## src/rtl/nes_input_pkg.sv

```systemverilog
// Shared definitions for the NES joypad port: button order, USB HID keycodes and register addresses.
package nes_input_pkg;

  localparam int unsigned NumButtons = 8;

  // Bit positions in the standard-controller shift order (A is shifted out first).
  typedef enum logic [2:0] {
    BtnA,
    BtnB,
    BtnSelect,
    BtnStart,
    BtnUp,
    BtnDown,
    BtnLeft,
    BtnRight
  } button_e;

  localparam logic [7:0] KEY_J     = 8'h0D;
  localparam logic [7:0] KEY_K     = 8'h0E;
  localparam logic [7:0] KEY_SPACE = 8'h2C;
  localparam logic [7:0] KEY_ENTER = 8'h28;
  localparam logic [7:0] KEY_W     = 8'h1A;
  localparam logic [7:0] KEY_S     = 8'h16;
  localparam logic [7:0] KEY_A     = 8'h04;
  localparam logic [7:0] KEY_D     = 8'h07;

  localparam logic [15:0] ADDR_JOY1 = 16'h4016;
  localparam logic [15:0] ADDR_JOY2 = 16'h4017;

  // None of the mapped keycodes is 8'h00, so "no key" never matches a button.
  function automatic logic [7:0] key_for_button(input int unsigned idx);
    logic [7:0] key;
    case (idx)
      int'(BtnA):      key = KEY_J;
      int'(BtnB):      key = KEY_K;
      int'(BtnSelect): key = KEY_SPACE;
      int'(BtnStart):  key = KEY_ENTER;
      int'(BtnUp):     key = KEY_W;
      int'(BtnDown):   key = KEY_S;
      int'(BtnLeft):   key = KEY_A;
      int'(BtnRight):  key = KEY_D;
      default:         key = 8'h00;
    endcase
    return key;
  endfunction

endpackage

```

## src/rtl/button_hold_timer.sv

```systemverilog
// Per-button hold timer: keeps a button pressed for KEY_HOLD_CYCLES clocks after its keycode was
// last seen, bridging gaps between USB reports.
module button_hold_timer #(
  parameter int unsigned KEY_HOLD_CYCLES = 1_000_000
) (
  input  logic Clk,
  input  logic Reset,
  input  logic match,
  output logic pressed
);

  localparam int unsigned CntW = $clog2(KEY_HOLD_CYCLES + 1);
  localparam logic [CntW-1:0] HoldLoad = CntW'(KEY_HOLD_CYCLES);

  logic [CntW-1:0] cnt_q, cnt_d;

  always_comb begin
    cnt_d = cnt_q;
    if (match) begin
      cnt_d = HoldLoad;
    end else if (cnt_q != '0) begin
      cnt_d = cnt_q - CntW'(1);
    end
  end

  always_ff @(posedge Clk) begin
    if (Reset) begin
      cnt_q <= '0;
    end else begin
      cnt_q <= cnt_d;
    end
  end

  assign pressed = (cnt_q != '0);

endmodule

```

## src/rtl/nes_controller_port.sv

```systemverilog
// CPU-side responder for $4016/$4017: turns the SoC keycode into controller-1 state and serves
// the 6502 strobe / serial-read protocol with it.
module nes_controller_port
  import nes_input_pkg::*;
#(
  parameter int unsigned KEY_HOLD_CYCLES = 1_000_000,
  parameter logic [7:0]  OPEN_BUS_BITS   = 8'h40
) (
  input  logic        Clk,
  input  logic        Reset,
  input  logic [7:0]  keycode,
  input  logic [15:0] cpu_addr,
  input  logic [7:0]  cpu_wdata,
  input  logic        cpu_rw_n,
  input  logic        cpu_access,
  output logic [7:0]  cpu_rdata,
  output logic        cpu_rdata_sel,
  output logic [7:0]  buttons_debug
);

  logic [NumButtons-1:0] pressed;

  for (genvar i = 0; i < NumButtons; i++) begin : g_btn
    localparam logic [7:0] Key = key_for_button(i);
    logic match;
    assign match = (keycode == Key);

    button_hold_timer #(
      .KEY_HOLD_CYCLES(KEY_HOLD_CYCLES)
    ) u_timer (
      .Clk    (Clk),
      .Reset  (Reset),
      .match  (match),
      .pressed(pressed[i])
    );
  end

  assign buttons_debug = pressed;

  logic       strobe_q, strobe_d;
  logic [7:0] shift_q, shift_d;
  logic [7:0] rdata_q, rdata_d;
  logic       sel_q, sel_d;

  logic unused_wdata;
  assign unused_wdata = ^cpu_wdata[7:1];

  always_comb begin
    strobe_d = strobe_q;
    shift_d  = shift_q;
    rdata_d  = rdata_q;
    sel_d    = sel_q;

    // Strobe high keeps the shifter tracking the live buttons, so reads return A.
    if (strobe_q) begin
      shift_d = pressed;
    end

    if (cpu_access) begin
      if (!cpu_rw_n) begin
        sel_d = 1'b0;
        if (cpu_addr == ADDR_JOY1) begin
          strobe_d = cpu_wdata[0];
        end
      end else if (cpu_addr == ADDR_JOY1) begin
        rdata_d = {OPEN_BUS_BITS[7:1], shift_q[0]};
        sel_d   = 1'b1;
        // Shift in ones so reads past the eighth return 1, as on real hardware.
        if (!strobe_q) begin
          shift_d = {1'b1, shift_q[7:1]};
        end
      end else if (cpu_addr == ADDR_JOY2) begin
        rdata_d = {OPEN_BUS_BITS[7:1], 1'b0};
        sel_d   = 1'b1;
      end else begin
        sel_d = 1'b0;
      end
    end
  end

  always_ff @(posedge Clk) begin
    if (Reset) begin
      strobe_q <= 1'b0;
      shift_q  <= 8'h00;
      rdata_q  <= 8'h00;
      sel_q    <= 1'b0;
    end else begin
      strobe_q <= strobe_d;
      shift_q  <= shift_d;
      rdata_q  <= rdata_d;
      sel_q    <= sel_d;
    end
  end

  assign cpu_rdata     = rdata_q;
  assign cpu_rdata_sel = sel_q;

endmodule

```

## config.mk

```make
export PLATFORM = sky130hd
export DESIGN_NAME = nes_controller_port
export DESIGN_NICKNAME = d
export VERILOG_FILES = /design/src/rtl/nes_input_pkg.sv /design/src/rtl/button_hold_timer.sv /design/src/rtl/nes_controller_port.sv
export SDC_FILE = /design/constraint.sdc
export NUM_CORES = 1
export LEC_CHECK = 0
export CAP_MARGIN = 10
export CORE_UTILIZATION = 45
export DETAILED_ROUTE_END_ITERATION = 10
export GPL_TIMING_DRIVEN = 1
export HOLD_SLACK_MARGIN = 0.02
export PLACE_DENSITY_LB_ADDON = 0.15
export REMOVE_ABC_BUFFERS = 1
export SLEW_MARGIN = 20
export SYNTH_ARGS = -nofsm -noshare
export SYNTH_HDL_FRONTEND = slang
export SYNTH_SLANG_ARGS = --single-unit
```

## constraint.sdc

```tcl
create_clock -name Clk -period 2.7 [get_ports Clk]
set_input_delay 0.675 -clock Clk [delete_from_list [all_inputs] [get_ports Clk]]
set_output_delay 0.675 -clock Clk [all_outputs]
set_load 0.02 [all_outputs]
```

==> summary.txt <==
Outcome
  – Status: finished clean

Clocking
  – Clk_lat worst skew: about 430 ps
  – TritonCTS clock tree: built
  – Clock Path Buffers: 2
  – Clk pin slew, worst setup/hold paths: 60 ps
  – Num CTS Buffers: 17
  – Hold-fix buffers at CTS: 0
  – Post-CTS setup buffers: 0
  – Clock Root Buffer: clkbuf_16
  – H-tree depth: 4
  – Clk sink count: between 150 and 200

Drt
  – First-pass DRT Iterations: 5
  – Routed WL: 19570 µm
  – DR vias: 7597
  – Routed WL per cell: about 14 µm
  – Initial DRC count: 373
  – DRC violations left: 0
  – Vias per cell: 5.513
  – Final ANT Viol Nets: 0

GRT
  – Vias in the first global route: 7158
  – Total grt overflow: 0
  – Initial antenna violation count: 0
  – First-pass GRT wire length: 33560 µm
  – GRT Util Overall: 0.2075
  – Largest net degree at the start of global routing: 64

Logic synthesis
  – Cell count after synthesis: 1039
  – Synth Register Bits: 172
  – Yosys top cell area share: 0.3987
  – Post-synth EDFFs: 0
  – Synth async-reset ratio: 0
  – Synth unique cells: 60
  – Most area-hungry cell type in the Yosys netlist: dfxtp_1
  – Syn Std Cell Area: 8636 µm²
  – Syn Area/Cell: between 8 and 9 µm²
  – Sequential-to-total area share from yosys stat: 0.3987
  – Yosys warns: 0
  – Top_reg_cell synth: dfxtp_1
  – Synth top area cells: dfxtp_1 (40%), nor2_1 (6.3%), xnor2_1 (5.0%)

Place
  – Number of port buffers: 39
  – Placed Area: 9718 µm²
  – Pre-CTS setup slack: -236.5 ps
  – GPL Wtd Cong: roughly 0.87
  – DP HPWL: 13680 µm

Cells and area
  – Nets: 1177
  – Layout cells sized above 1: 0.1372
  – Ant. Diodes: 0
  – Area growth, synth to finish: 20.23%
  – Final instance area: 10380 µm²

STA
  – Worst Max-Slew Pin Slew: roughly 740 ps
  – Fmax: 382.3 MHz
  – Rel. slew slack: 0.5036
  – Final period util: 0.9689
  – RSZ-0062 raised after global routing: false
  – Fin crit period: 2616 ps
  – Final worst setup slack: 84.03 ps
  – Fin. Hold Viols: 0
  – Fin Clk Skew: between 7 and 8 ps
  – Slew Viols, Final: 0
  – Finish-stage setup viols: 0

Setup path
  – CP endpoint kind: output pin
  – Worst Path Max Fanout: 3
  – CP peak stage delay: 530 ps
  – CP top delay family: simple AND/OR/NAND/NOR gates
  – Worst Path Buf+Inv: 2
  – Critical Path RT: 2030 ps
  – Crit Path Class: reg2out
  – CP Launch Type: flip-flop
  – CP Cell Sequence: or4_4, or3_4, nor2_4, inv_1, buf_2
  – Highest-delay cell along the critical path: or4_4
  – Crit path DAT: 1940 ps

Power
  – Max VDD drop: 0.7307 mV
  – Lkg Pwr: between 3 and 4 nW
  – Power density over the cells: ~1500 nW/µm²

Die
  – Die Y: 140.5 µm
  – Rows: 50
  – Die area: 19750 µm²
  – Core outline area: 18770 µm²
  – I/O pin cnt: 53
  – Die width: 140.5 µm
  – Initial Util: 0.4601

Job
  – Max-cap violations: 0

Worst hold path
  – Worst Hold Class: reg2reg
stage by stage:
step	power [mW]	utilization	instances	hold slack, ps	TNS (ps)
floorplan	10.41	-	994	442.2	0
detailed placement	13.08	0.5178	1347	452.7	-1059
CTS	15.68	0.5513	1378	465.4	0
global route	17.12	0.5532	1378	480.2	0
global placement	13.00	0.5178	1347	448.3	-879.6
finish	15.74	0.5532	1378	465.1	0
cell type report:
cell class,instances,area [µm²]
clock buffer,23,457.9
clock inverter,8,117.6
fill,1776,8386
inverter,29,108.9
multi-input combinational,793,4977
sequential,172,3445
tap,234,292.8
timing repair buffer,119,983.4
logic make-up (layout without fill, tap and decap cells):
group / Yosys count / after routing / share of synthesized area
AOI/OAI and AO/OA: 202 / 202 / 0.1429
xor gates and xnor gates: 97 / 97 / 0.09838
adders and majority gates: 9 / 9 / 0.01304
buffers and inverters: 79 / 179 / 0.04042
DFF: 172 / 172 / 0.3987
muxes: 11 / 11 / 0.01304
other: 1 / 6 / 0.0004342
and+or+nand+nor: 468 / 468 / 0.2931
registers in the layout, indices dropped and copies added, names as in the netlist:
name	cells
g_btn.u_timer.cnt_q	160
shift_q	8
cpu_rdata	2
cpu_rdata_sel	1
strobe_q	1
per-layer routing:
metal  global-route usage  part of all wire  vias up
met5                    0                 0        -
met4              0.05435            0.0064        0
met3              0.04752             0.029        9
met2               0.3366              0.46       90
met1               0.2772              0.50     3572
li1                     -                 -     3926
power breakdown:
group | switching, mW | total, mW | leakage [nW] | internal (mW)
logic | 4.77 | 8.90 | 2.24 | 4.12
registers | 0.955 | 4.41 | 1.41 | 3.45
clock network | 0.967 | 2.44 | 0.281 | 1.47
total | 6.69 | 15.7 | 3.92 | 9.04
synth_stat cells (all sizes together) (13+ instances only):
library cell / n
nand3: 27
or4: 18
dfxtp: 172
nand2: 65
a211oi: 18
a31oi: 21
a21oi: 79
nor3: 40
o211ai: 19
buf: 15
xnor2: 49
clkbuf: 35
o21ai: 31
or3: 29
inv: 29
nor2: 146
nand4b: 13
nand4: 24
nor4: 31
xor2: 48
o31ai: 13
cells in the final DEF (no fill, tap or decap), types with 8 or more instances in the layout:
| cell | Yosys | final |
|---|---|---|
| or3_1 | 26 | 24 |
| ha_1 | 9 | 9 |
| nor4_2 | 2 | 9 |
| nand3_1 | 27 | 27 |
| nor4_1 | 27 | 18 |
| a21oi_1 | 79 | 79 |
| nor3_1 | 40 | 39 |
| nand2b_1 | 12 | 12 |
| o31ai_1 | 13 | 13 |
| a211oi_1 | 18 | 18 |
| and2_1 | 8 | 8 |
| nand2_1 | 65 | 65 |
| nand3b_1 | 8 | 8 |
| mux2i_1 | 9 | 9 |
| buf_4 | 14 | 78 |
| clkdlybuf4s50_1 | 0 | 30 |
| o21ai_0 | 30 | 30 |
| nor2_1 | 146 | 143 |
| dfxtp_1 | 172 | 171 |
| inv_1 | 29 | 29 |
| or4_1 | 15 | 14 |
| clkbuf_16 | 0 | 17 |
| nand4_1 | 24 | 24 |
| nand4b_1 | 13 | 13 |
| xor2_1 | 48 | 48 |
| a31oi_1 | 21 | 21 |
| o211ai_1 | 19 | 19 |
| xnor2_1 | 49 | 49 |
worst min-delay path: stages, from the launching register on:
cell and delay (ps):
dfxtp_1 320, a21oi_1 40, nor2_1 70
worst paths after layout:
path	start	depth (start not counted)	to	slack [ps]
worst max register to register	g_btn[6].u_timer.cnt_q[2]	6	g_btn[6].u_timer.cnt_q[16]	370
worst max-delay path	g_btn[1].u_timer.cnt_q[2]	5	buttons_debug[1]	80
worst min register to register	cpu_rdata[6]	2	cpu_rdata[6]	470
worst min-delay path	cpu_rdata[6]	2	cpu_rdata[6]	470
timing repair:
item,4_1_cts,5_1_grt
pin swaps,0,1
endpoints found under the setup margin,8,6
gates resized for setup,29,16
No activity file was read; power rests on OpenSTA's default activity.
